$ cat src/rtl/ps2_host_tx.sv
// PS/2 host-to-device command transmitter: inhibits the bus, issues the start bit, then shifts
// the byte, odd parity and stop bit out on device clock falls and checks the device ACK.
//
// state     | meaning
// ----------+-----------------------------------------------------------
// IDLE      | lines released, ready for a new byte
// INHIBIT   | clock held low; start bit driven once the hold time expires
// SEND      | data bits, parity and stop driven on filtered clock falls
// ACK       | sample device acknowledge on the next fall
// WAIT_IDLE | wait for device to release both lines
// DONE      | one-cycle success pulse
// FAIL      | one-cycle error pulse (NACK or timeout), lines released
module ps2_host_tx #(
  parameter int INHIBIT_CYCLES = 5000,
  parameter int TIMEOUT_CYCLES = 750000,
  parameter int FILTER_LEN     = 8
) (
  input  logic       clk_50mhz,
  input  logic       rst_n,
  input  logic [7:0] tx_data,
  input  logic       tx_valid,
  output logic       tx_ready,
  output logic       tx_done,
  output logic       tx_error,
  output logic       rx_inhibit,
  input  logic       ps2_clk_in,
  input  logic       ps2_data_in,
  output logic       ps2_clk_oe,
  output logic       ps2_data_oe
);

  localparam int IW = (INHIBIT_CYCLES > 1) ? $clog2(INHIBIT_CYCLES) : 1;
  localparam int TW = (TIMEOUT_CYCLES > 1) ? $clog2(TIMEOUT_CYCLES) : 1;
  localparam int FW = (FILTER_LEN > 1) ? $clog2(FILTER_LEN) : 1;

  typedef enum logic [2:0] {
    S_IDLE,
    S_INHIBIT,
    S_SEND,
    S_ACK,
    S_WAIT_IDLE,
    S_DONE,
    S_FAIL
  } state_t;

  state_t        state_q, state_d;
  logic          clk_s1_q, clk_s2_q, dat_s1_q, dat_s2_q;
  logic          filt_q, filt_d;
  logic [FW-1:0] flt_cnt_q, flt_cnt_d;
  logic          fall_q, fall_d;
  logic [IW-1:0] inh_cnt_q, inh_cnt_d;
  logic [TW-1:0] to_cnt_q, to_cnt_d;
  logic [3:0]    bit_idx_q, bit_idx_d;
  logic [7:0]    data_q, data_d;
  logic          par_q, par_d;
  logic          clk_oe_q, clk_oe_d;
  logic          data_oe_q, data_oe_d;
  logic          timeout;

  // Synchronizers reset to the idle-high line level so reset never fakes a fall.
  always_ff @(posedge clk_50mhz or negedge rst_n) begin
    if (!rst_n) begin
      clk_s1_q <= 1'b1;
      clk_s2_q <= 1'b1;
      dat_s1_q <= 1'b1;
      dat_s2_q <= 1'b1;
    end else begin
      clk_s1_q <= ps2_clk_in;
      clk_s2_q <= clk_s1_q;
      dat_s1_q <= ps2_data_in;
      dat_s2_q <= dat_s1_q;
    end
  end

  always_comb begin
    filt_d    = filt_q;
    flt_cnt_d = '0;
    if (clk_s2_q != filt_q) begin
      if (flt_cnt_q == FW'(FILTER_LEN - 1)) begin
        filt_d = clk_s2_q;
      end else begin
        flt_cnt_d = flt_cnt_q + 1'b1;
      end
    end
    fall_d = filt_q & ~filt_d;
  end

  always_comb begin
    state_d   = state_q;
    clk_oe_d  = clk_oe_q;
    data_oe_d = data_oe_q;
    inh_cnt_d = inh_cnt_q;
    to_cnt_d  = to_cnt_q;
    bit_idx_d = bit_idx_q;
    data_d    = data_q;
    par_d     = par_q;
    timeout   = (to_cnt_q == '0);

    case (state_q)
      S_IDLE: begin
        clk_oe_d  = 1'b0;
        data_oe_d = 1'b0;
        if (tx_valid) begin
          data_d    = tx_data;
          par_d     = ~^tx_data;
          clk_oe_d  = 1'b1;
          inh_cnt_d = IW'(INHIBIT_CYCLES - 1);
          state_d   = S_INHIBIT;
        end
      end
      S_INHIBIT: begin
        // Start bit goes out one cycle before the clock is released.
        if (data_oe_q) begin
          clk_oe_d  = 1'b0;
          to_cnt_d  = TW'(TIMEOUT_CYCLES - 1);
          bit_idx_d = '0;
          state_d   = S_SEND;
        end else if (inh_cnt_q == '0) begin
          data_oe_d = 1'b1;
        end else begin
          inh_cnt_d = inh_cnt_q - 1'b1;
        end
      end
      S_SEND: begin
        if (timeout) begin
          state_d = S_FAIL;
        end else begin
          to_cnt_d = to_cnt_q - 1'b1;
          if (fall_q) begin
            bit_idx_d = bit_idx_q + 4'd1;
            if (bit_idx_q < 4'd8) begin
              data_oe_d = ~data_q[bit_idx_q[2:0]];
            end else if (bit_idx_q == 4'd8) begin
              data_oe_d = ~par_q;
            end else begin
              data_oe_d = 1'b0;
              state_d   = S_ACK;
            end
          end
        end
      end
      S_ACK: begin
        if (timeout) begin
          state_d = S_FAIL;
        end else begin
          to_cnt_d = to_cnt_q - 1'b1;
          if (fall_q) begin
            state_d = dat_s2_q ? S_FAIL : S_WAIT_IDLE;
          end
        end
      end
      S_WAIT_IDLE: begin
        if (timeout) begin
          state_d = S_FAIL;
        end else begin
          to_cnt_d = to_cnt_q - 1'b1;
          if (filt_q && dat_s2_q) begin
            state_d = S_DONE;
          end
        end
      end
      S_DONE: begin
        state_d = S_IDLE;
      end
      S_FAIL: begin
        clk_oe_d  = 1'b0;
        data_oe_d = 1'b0;
        state_d   = S_IDLE;
      end
      default: begin
        state_d = S_IDLE;
      end
    endcase

    if (state_d == S_FAIL) begin
      clk_oe_d  = 1'b0;
      data_oe_d = 1'b0;
    end
  end

  always_ff @(posedge clk_50mhz or negedge rst_n) begin
    if (!rst_n) begin
      state_q   <= S_IDLE;
      filt_q    <= 1'b1;
      flt_cnt_q <= '0;
      fall_q    <= 1'b0;
      inh_cnt_q <= '0;
      to_cnt_q  <= '0;
      bit_idx_q <= '0;
      data_q    <= '0;
      par_q     <= 1'b0;
      clk_oe_q  <= 1'b0;
      data_oe_q <= 1'b0;
    end else begin
      state_q   <= state_d;
      filt_q    <= filt_d;
      flt_cnt_q <= flt_cnt_d;
      fall_q    <= fall_d;
      inh_cnt_q <= inh_cnt_d;
      to_cnt_q  <= to_cnt_d;
      bit_idx_q <= bit_idx_d;
      data_q    <= data_d;
      par_q     <= par_d;
      clk_oe_q  <= clk_oe_d;
      data_oe_q <= data_oe_d;
    end
  end

  assign tx_ready    = (state_q == S_IDLE);
  assign rx_inhibit  = (state_q != S_IDLE);
  assign tx_done     = (state_q == S_DONE);
  assign tx_error    = (state_q == S_FAIL);
  assign ps2_clk_oe  = clk_oe_q;
  assign ps2_data_oe = data_oe_q;

endmodule

$ cat config.mk
export PLATFORM = sky130hd
export DESIGN_NAME = ps2_host_tx
export DESIGN_NICKNAME = d
export VERILOG_FILES = /design/src/rtl/ps2_host_tx.sv
export SDC_FILE = /design/constraint.sdc
export NUM_CORES = 1
export LEC_CHECK = 0
export CORE_MARGIN = 2
export CORE_UTILIZATION = 32
export CTS_CLUSTER_DIAMETER = 150
export DETAILED_ROUTE_END_ITERATION = 8
export PLACE_DENSITY = 0.55
export SETUP_SLACK_MARGIN = 0.05
export SYNTH_ARGS = -nofsm -noshare
export SYNTH_HDL_FRONTEND = slang
export SYNTH_SLANG_ARGS = --single-unit
export TNS_END_PERCENT = 100
$ cat constraint.sdc
create_clock -name clk_50mhz -period 2.7 [get_ports clk_50mhz]
set_input_delay 0.54 -clock clk_50mhz [delete_from_list [all_inputs] [get_ports clk_50mhz]]
set_output_delay 0.54 -clock clk_50mhz [all_outputs]
set_load 0.03 [all_outputs]
==> impl_metrics.yaml, run 1 <==
critical_path:
  rrSetupSlack_ns: 0.54
  crit_end: "tx_done"
  crit_path_start: "state_q[1]$_DFF_PN0_"
  cp_max_fo: 13
  worstPathRequired_ns: 2.16
  setup.worst_path.end_class: "primary output"
  cp.arrival_ns: 1.98
  start_kind: "flop"
  rr_worst_depth: 5
  path_class: "flop to primary output"
  r2r-end: "bit_idx_q[0]$_DFFE_PN0P_"
  reg2reg_from: "to_cnt_q[14]$_DFFE_PN0P_"
timing:
  min_period_ns: 2.52
  relSlewSlack: 0.585
  fin_setup_tns_ns: 0
  rsz0062_at_grt: "true"
  clock_skew_ns: 0.00930
  timing.final.hold_violations: 0
  fmax_mhz: 396
  worst_slew_pin_slew_ns: 0.616
  slew_violations: 0
  min_period_over_period: 0.934
  setup_viol: 0
cts:
  cts_buffers: 9
  insertion_delay_ns: 0.33
  cts_max_level: 3
  hold_buffers: 0
  cts_buffer_depth: 2
  cts_tree: "yes"
  clk_pin_slew_ns: 0.06
  postCtsSetupBuffers: 0
  cts-root-buf: "clkbuf_8"
  ctsResizeCount: 0
  cts_sinks: 60
floorplan:
  die-area_um2: 10900
  core_um2: 9770
  rows: 36
  die_x_um: 104
  die_y_um: 104
  ioPinCount: 19
  start_util: 0.330
synthesis:
  syn_avg_cell_area_um2: 9.60
  synth_edf_count: 0
  syn_inst: 336
  seq_area_frac_synth: 0.467
  yosys.area.top_type: "dfrtp_1"
  async_reset_ff_frac: 1.00
  synth_top_cell_area_share: 0.427
  syn_area_um2: 3230
  synth_nets: 355
  synth_ff_type: "dfrtp_1"
  netlist_top_cells_area: "dfrtp_1 43%, nand2_1 5.0%, dfstp_2 4.1%"
  synth_warnings: 0
  yosysUniqueCellTypes: 62
  ys_ff_latch: 60
placed_design:
  io_buffers: 18
  post_dp_cell_area_um2: 3570
  hpwlAfterDp_um: 4900
  finalWeightedCongestion: 0.770
routing:
  drc_errors: 0
  route.antenna.remaining_nets: 0
  dr.first_iter.drc_count: 71
  viasPerCell: 5.15
  wire_per_inst_um: 14.2
  wirelength_um: 7080
  dr.pass1.iters: 4
  vias: 2558
cells_and_area:
  regArea_um2: 1510
  post-route-cell-area_um2: 3760
  antennaDiodeCount: 0
  multiInputGateArea_um2: 1630
  syn_to_final_growth_pct: 16.6
  layout-drive-gt1-share: 0.0989
  layout.nets: 378
  num-fill-cells: 1019
global_route:
  grt_pass1_vias: 2497
  grt_usage: 0.138
  grt_max_degree: 61
  overflow: 0
  antenna_found_initial: 0
  grt_pass1_wl_um: 12100
pwr:
  p_leak_nw: 1.67
  power_per_cell_area_nw_per_um2: 487
  max-vdd-ir-drop_uv: 248
flow_run:
  cap_violations: 0
status:
  outcome: "finished clean"
min_path:
  hp-class: "input port to asynchronous set/reset pin"
worst min path at each step:
stage                       start                        end  slack (ns)  cells past startpoint
6_report                    rst_n    ps2_data_oe$_DFFE_PN0P_        0.20                      2
3_3_place_gp   dat_s1_q$_DFF_PN1_         dat_s2_q$_DFF_PN1_        0.35                      0
3_5_place_dp   clk_s1_q$_DFF_PN1_         clk_s2_q$_DFF_PN1_        0.35                      0
4_1_cts                     rst_n  inh_cnt_q[11]$_DFFE_PN0P_        0.22                      2
2_1_floorplan               rst_n   bit_idx_q[0]$_DFFE_PN0P_        0.24                      0
5_1_grt                     rst_n          par_q$_DFFE_PN0P_        0.23                      2
kinds of logic after synthesis:
kind of cell / Yosys count / synth area share
simple gates: 158 / 0.272
compound gates: 63 / 0.130
flops: 60 / 0.467
buf+inv: 23 / 0.0306
xor+xnor: 19 / 0.0516
mux: 7 / 0.0260
fa+ha+maj: 6 / 0.0233
registers in the layout (all words and copies together) (netlist names), 3 cells and up:
register / cells
bit_idx_q: 4
flt_cnt_q: 3
inh_cnt_q: 13
data_q: 8
to_cnt_q: 20
state_q: 3
cell usage in the layout (no fill, tap or decap), drive strengths merged, types with 3 or more instances in the layout:
cell,count
inv,11
o21ai,15
buf,7
nand2b,6
nor3,8
and3,6
nand3,13
nor4,7
xnor2,9
or4,9
dfrtp,55
nand2,43
clkbuf,14
dfstp,5
o31ai,6
and2,5
o22ai,3
o2111ai,4
a21oi,17
mux2i,5
ha,6
or2,3
nand3b,3
or3,9
xor2,10
nor2,27
nand4,5
o211ai,4
clkdlybuf4s50,16
nor2b,3
layer usage:
metal / vias up / part of all wire / routed length, µm / track usage
met5: - / 0 / 0 / 0
met4: 0 / 0.012 / 82 / 0.0425
met3: 5 / 0.035 / 249 / 0.0407
met2: 35 / 0.47 / 3300 / 0.218
met1: 1254 / 0.49 / 3450 / 0.181
li1: 1264 / - / - / -
power by group:
part	switching (W)	internal (W)	leakage, nW
sequential	0.0000181	0.000933	0.762
clock	0.000334	0.000452	0.0947
combinational	0.0000458	0.0000516	0.819
total	0.000397	0.00144	1.67
final cells by class:
type | count | area share
multi-input cells | 253 | 0.432
flip-flops and latches | 60 | 0.401
repair buffers | 24 | 0.0625
well taps | 133 | 0.0442
clock buffers | 14 | 0.0406
inverters | 11 | 0.0110
clock inverters | 2 | 0.00931
Yosys cell counts (3+ instances only):
| cell | instances |
|---|---|
| nand3_1 | 13 |
| o21ai_1 | 5 |
| nor4_1 | 6 |
| o21ai_0 | 10 |
| dfrtp_1 | 55 |
| nand4_1 | 4 |
| xor2_1 | 10 |
| or4_1 | 9 |
| buf_2 | 4 |
| ha_1 | 6 |
| o2111ai_1 | 4 |
| and3_1 | 6 |
| nand2_1 | 43 |
| mux2i_1 | 5 |
| o211ai_1 | 3 |
| xnor2_1 | 9 |
| nor2_1 | 26 |
| nand2b_1 | 6 |
| nor2b_1 | 3 |
| and2_1 | 4 |
| inv_1 | 11 |
| clkbuf_1 | 7 |
| or3_1 | 9 |
| a21oi_1 | 17 |
| o31ai_1 | 6 |
| nor3_1 | 8 |
| dfstp_2 | 5 |
per-stage QoR:
stage	setup slack (ns)	total power, W	hold slack (ns)	utilization	instances
finish	0.178	0.00183	0.199	0.385	497
global route	0.0366	0.00192	0.233	0.385	497
CTS	0.0753	0.00187	0.216	0.384	497
detailed placement	0.449	0.00107	0.348	0.365	481
global placement	0.483	0.00107	0.346	0.365	481
floorplan	0.331	0.00101	0.244	-	336
worst max-delay path, stage by stage, from the launching register on:
cell and delay (ns):
dfrtp_1 0.51, nand2b_1 0.32, nor2_1 0.14, clkdlybuf4s50_1 0.68
Power figures use the tool's default switching activity.
==> run 2, diff against run 1 <==
- ABC_AREA: default -> 0
- CTS_BUF_LIST: default -> sky130_fd_sc_hd__clkbuf_16
- CTS_CLUSTER_SIZE: default -> 16
==> impl_metrics.yaml, run 2 (synthesis results as in run 1) <==
status:
  outcome: "finished clean"
floorplan:
  core_um2: 9770
  die_x_um: 104
  ioPinCount: 19
  rows: 36
  die-area_um2: 10900
  die_y_um: 104
  start_util: 0.330
pwr:
  pwr-share-clk: 0.505
  max-vdd-ir-drop_uv: 310
  power_per_cell_area_nw_per_um2: 551
  netSwitchingPower_w: 0.000442
  seq_power_share: 0.449
  switching_share: 0.208
  p_leak_nw: 1.71
  intPower_w: 0.00168
  p_comb_frac: 0.046
placed_design:
  io_buffers: 18
  finalWeightedCongestion: 0.770
  hpwlAfterDp_um: 4900
  post_dp_cell_area_um2: 3570
  place_inst: 481
critical_path:
  start_kind: "flop"
  worstPathRequired_ns: 2.16
  cp_slowest_cell: "clkdlybuf4s50_1"
  slowest_delay_ns: 0.68
  path_cells: "inv_1 > and3_1 > clkdlybuf4s50_1"
  cp_max_fo: 15
  cp.arrival_ns: 2.00
  setup.worst_path.end_class: "primary output"
  crit_buf_inv: 2
  cp_top_family: "buffers and inverters"
  path_class: "flop to primary output"
cells_and_area:
  multiInputGateArea_um2: 1630
  top_register: "to_cnt_q"
  reg_top3: "to_cnt_q (20), inh_cnt_q (13), data_q (8)"
  layout_commonest_cell: "dfrtp_1"
  antennaDiodeCount: 0
  instances_no_fill: 497
  layout-drive-gt1-share: 0.0962
  num-fill-cells: 1010
  largest_register_ffs: 20
  final_cell_mix: "55 x dfrtp_1, 43 x nand2_1, 26 x nor2_1"
  post-route-cell-area_um2: 3850
  regArea_um2: 1510
  syn_to_final_growth_pct: 19.4
  layout.nets: 378
timing:
  relSlewSlack: 0.585
  fmax_mhz: 394
  fin_setup_tns_ns: 0
  slew_violations: 0
  timing.final.hold_violations: 0
  min_period_over_period: 0.940
  worst_slew_pin_slew_ns: 0.616
  clock_skew_ns: 0.00472
  setup_viol: 0
  min_period_ns: 2.54
  rsz0062_at_grt: "false"
cts:
  cts-root-buf: "clkbuf_16"
  cts_buffers: 9
  cts_sinks: 60
  cts_buffer_depth: 2
  postCtsSetupBuffers: 0
  clk_pin_slew_ns: 0.05
  cts_tree: "yes"
  insertion_delay_ns: 0.32
  cts_max_level: 3
routing:
  dr.first_iter.drc_count: 87
  wire_per_inst_um: 14.4
  vias: 2556
  route.antenna.remaining_nets: 0
  viasPerCell: 5.14
  wirelength_um: 7140
  dr.pass1.iters: 4
  drc_errors: 0
global_route:
  use_met3: 0.0426
  grt_pass1_wl_um: 12200
  grt_use_met1: 0.180
  grt_usage: 0.140
  gr-usage-met2: 0.224
  grt_max_degree: 61
  grt_pass1_vias: 2511
  grt.busiest_layer: "met2"
  antenna_found_initial: 0
  overflow: 0
min_path:
  hp-class: "input port to asynchronous set/reset pin"
flow_run:
  cap_violations: 0
run 2: changes by cell type in the layout (fill, tap and decap cells not counted), sizes merged:
cell / change
inv: +4
dlymetal6s2s: -1
clkinv: +1
clkbuf: -5
clkdlybuf4s50: +1
run 2: per-stage QoR:
step | utilization | hold slack, ns | setup slack, ns | power (W)
4_1_cts | 0.394 | 0.234 | 0.0922 | 0.00215
3_3_place_gp | 0.365 | 0.346 | 0.483 | 0.00107
6_report | 0.394 | 0.211 | 0.161 | 0.00212
5_1_grt | 0.394 | 0.245 | 0.0495 | 0.00222
2_1_floorplan | - | 0.244 | 0.331 | 0.00101
3_5_place_dp | 0.365 | 0.348 | 0.449 | 0.00107
run 2: power groups by stage:
stage	Combinational, W	Sequential [W]	Clock, W
after floorplan	0.0000494	0.000961	0
after global placement	0.0000985	0.000967	0
after detailed placement	0.000101	0.000969	0
after CTS	0.000101	0.000954	0.00110
after global routing	0.000113	0.000955	0.00115
final	0.0000970	0.000953	0.00107
run 2: worst register-to-register path: stages (launching register included):
cell	delay, ns
dfrtp_1	0.40
nor4_1	0.57
nand3_1	0.40
nor2_1	0.39
a211oi_1	0.15
o22ai_1	0.17
run 2: per-layer routing:
layer / up-vias / routed length, µm / share of wire
li1: 1264 / - / -
met1: 1248 / 3430 / 0.48
met2: 36 / 3410 / 0.48
met3: 8 / 213 / 0.030
met4: 0 / 93 / 0.013
met5: - / 0 / 0
run 2: final timing paths:
check,slack (ns),from,end,depth (start not counted)
max,0.16,state_q[0]$_DFF_PN0_,tx_error,3
min,0.21,rst_n,to_cnt_q[0]$_DFFE_PN0P_,2
max reg2reg,0.53,to_cnt_q[14]$_DFFE_PN0P_,bit_idx_q[0]$_DFFE_PN0P_,5
min reg2reg,0.36,clk_s1_q$_DFF_PN1_,clk_s2_q$_DFF_PN1_,0
max in group asynchronous,2.17,rst_n,dat_s2_q$_DFF_PN1_,2
min in group clk_50mhz,0.36,clk_s1_q$_DFF_PN1_,clk_s2_q$_DFF_PN1_,0
run 2: layout make-up:
| cell class | count | share of cell area |
|---|---|---|
| Multi-Input combinational cell | 253 | 0.422 |
| Sequential cell | 60 | 0.391 |
| Timing Repair Buffer | 24 | 0.0604 |
| Clock buffer | 9 | 0.0585 |
| Tap cell | 133 | 0.0432 |
| Clock inverter | 7 | 0.0140 |
| Inverter | 11 | 0.0107 |
run 2: repair_timing:
| action | CTS | global route |
|---|---|---|
| resized for setup | 0 | 1 |
| setup endpoints to repair | 0 | 2 |
| hold buffers | 0 | 0 |
| endpoints found under the hold margin | 0 | 0 |
==> edit: new RTL, flow settings as in run 1 <==
Take the reset off `data_q` and load it in a clocked block of its own.
--- a/src/rtl/ps2_host_tx.sv
+++ b/src/rtl/ps2_host_tx.sv
@@ -187,7 +187,6 @@
       inh_cnt_q <= '0;
       to_cnt_q  <= '0;
       bit_idx_q <= '0;
-      data_q    <= '0;
       par_q     <= 1'b0;
       clk_oe_q  <= 1'b0;
       data_oe_q <= 1'b0;
@@ -199,11 +198,14 @@
       inh_cnt_q <= inh_cnt_d;
       to_cnt_q  <= to_cnt_d;
       bit_idx_q <= bit_idx_d;
-      data_q    <= data_d;
       par_q     <= par_d;
       clk_oe_q  <= clk_oe_d;
       data_oe_q <= data_oe_d;
     end
+  end
+
+  always_ff @(posedge clk_50mhz) begin
+    data_q <= data_d;
   end
 
   assign tx_ready    = (state_q == S_IDLE);
Behaviour: no difference found for any inputs over 10 cycles, from zero or initial values and one cycle with rst_n low; that may be too few to reach the edited logic, so the function may still have changed.
==> edit against run 1 <==
- non-clock buffer count is 6 higher
- wire length down 4.9%
- hold slack improved by 0.12 ns
- cell area shrank 2.4%
- worst setup slack worse by 0.032 ns
- synthesized area fell by 3.1%
- critical path type unchanged
- sequential cell count unchanged
- total power fell by 3.8%
==> edit: results (changes against run 1) <==
stage	metric	value	unit	change
pwr	irDropWorstVdd	0.382	mV	+54%
synthesis	yosysSeqAreaShare	0.495		+0.0280
placed_design	placed_cells	459		-4.6%
synthesis	synth_area_leaders	dfrtp_1, edfxtp_1, dfstp_2, o21ai_0, a21oi_1		
route	wl_per_cell	14.2	um	-0.54%
global_routing	first_global_vias	2248		-10%
timing	relSlewSlack	0.551		-0.0348
global_routing	grt_pass1_wl	11.4	mm	-5.5%
layout	n_fill_cell	998		-2.1%
placed_design	hpwl	4.73	mm	-3.4%
route	firstDrtPassIters	5		+1
critical_path	worst_r2r_endpoint	to_cnt_q[10]		
global_routing	grtUsageTotal	0.139		+0.000884
route	drc	0		unchanged
cts	cts_buffers	9		unchanged
layout	layout-drive-gt1-share	0.126		+0.0268
synthesis	synth_common_cells	dfrtp_1, nand2_1, o21ai_0		
run_status	outcome	finished, final reports clean		
critical_path	arrival	2.01	ns	+0.03 ns
synthesis	synthArstFlopShare	0.867		-0.133
global_routing	grt_max_degree	53		-13%
layout	fin_nets	356		-5.8%
critical_path	slowest_delay	0.75	ns	+0.07 ns
timing	drv_slew	0		unchanged
route	viasPerCell	5.13		-0.32%
synthesis	syn-num-nets	325		-8.5%
timing	fin_skew	0.0107	ns	+0.00139 ns
layout	largest_registers	to_cnt_q: 20 flops, inh_cnt_q: 13 flops, data_q: 8 flops		
route	drt-initial-drc-count	94		+32%
critical_path	worstReg2RegStart	state_q[2]		
route	num_vias	2437		-4.7%
placed_design	globalplace.congestion	0.772		+0.23%
global_routing	antenna_found_initial	0		unchanged
synthesis	postSynthAreaPerCell	10.2	um^2	+6.4%
pwr	p_leak	1.57	nW	-6.3%
critical_path	r2r.worst_path.cells	6		+1
critical_path	ff2ff_setup_slack	0.38	ns	-0.16 ns
synthesis	synth-edff-count	8		+8
placed_design	portBuffers	18		unchanged
synthesis	synth_cell_type_count	59		-4.8%
[edit: changes by cell type in the layout (fill, tap and decap cells not counted), moves of 3 or more]
cell / delta
nand2b_1: -4
nand2_1: -20
clkinv_2: +3
or3_1: +4
clkbuf_1: -3
edfxtp_1: +8
nor2_1: -10
o21ai_1: -5
buf_4: +7
dfrtp_1: -8
o21ai_0: +13
[edit: worst reg2reg max path, cell delays in order (launching register included)]
cell and delay (ns):
dfrtp_1 0.51, or3b_1 0.44, a311oi_2 0.36, o31ai_2 0.19
buf_4 0.20, or4_1 0.39, a21oi_1 0.15
[edit: power by group]
| part | internal, mW | switching [mW] | leakage (nW) | total (mW) |
|---|---|---|---|---|
| sequential | 0.949 | 0.0180 | 0.716 | 0.967 |
| clock | 0.352 | 0.355 | 0.0889 | 0.707 |
| combinational | 0.0492 | 0.0420 | 0.764 | 0.0912 |
[edit: logic make-up after synthesis]
group,Yosys count,share of synthesized area
xor+xnor,16,0.0448
flops,60,0.495
compound gates,74,0.151
fa+ha+maj,6,0.0240
mux,6,0.0240
buf+inv,23,0.0328
simple gates,121,0.228
[edit: area by class of cell]
type                       count  area [um^2]  area share
tap                          133          166      0.0453
timing repair buffer          30          265      0.0722
inverter                      13         48.8      0.0133
multi-input combinational    223         1480       0.402
clock buffer                  11          141      0.0385
clock inverter                 5         27.5     0.00750
sequential                    60         1550       0.421
[edit: worst max path at each step]
stage                           from  cells after the start  slack (ns)            to
after floorplan           state_q[0]                      4        0.29     data_q[0]
after detailed placement  state_q[2]                      6        0.42  to_cnt_q[10]
final                     state_q[0]                      3        0.15      tx_ready
after global routing      state_q[0]                      3        0.06      tx_ready
after global placement    state_q[2]                      6        0.48  to_cnt_q[10]
after CTS                 state_q[0]                      3        0.13      tx_ready
[edit: routing by layer]
layer  up-vias  GRT usage  share of wire
li1       1215          -              -
met4         0     0.0364          0.011
met2        47      0.211           0.47
met5         -          0              0
met1      1169      0.198           0.48
met3         6     0.0353          0.037
[edit: stage by stage]
step | area (um^2) | setup slack [ns] | hold slack (ns)
finish | 3670 | 0.146 | 0.315
global route | 3670 | 0.0594 | 0.366
CTS | 3670 | 0.130 | 0.347
detailed placement | 3500 | 0.422 | 0.351
global placement | 3500 | 0.477 | 0.347
floorplan | 3130 | 0.291 | 0.244
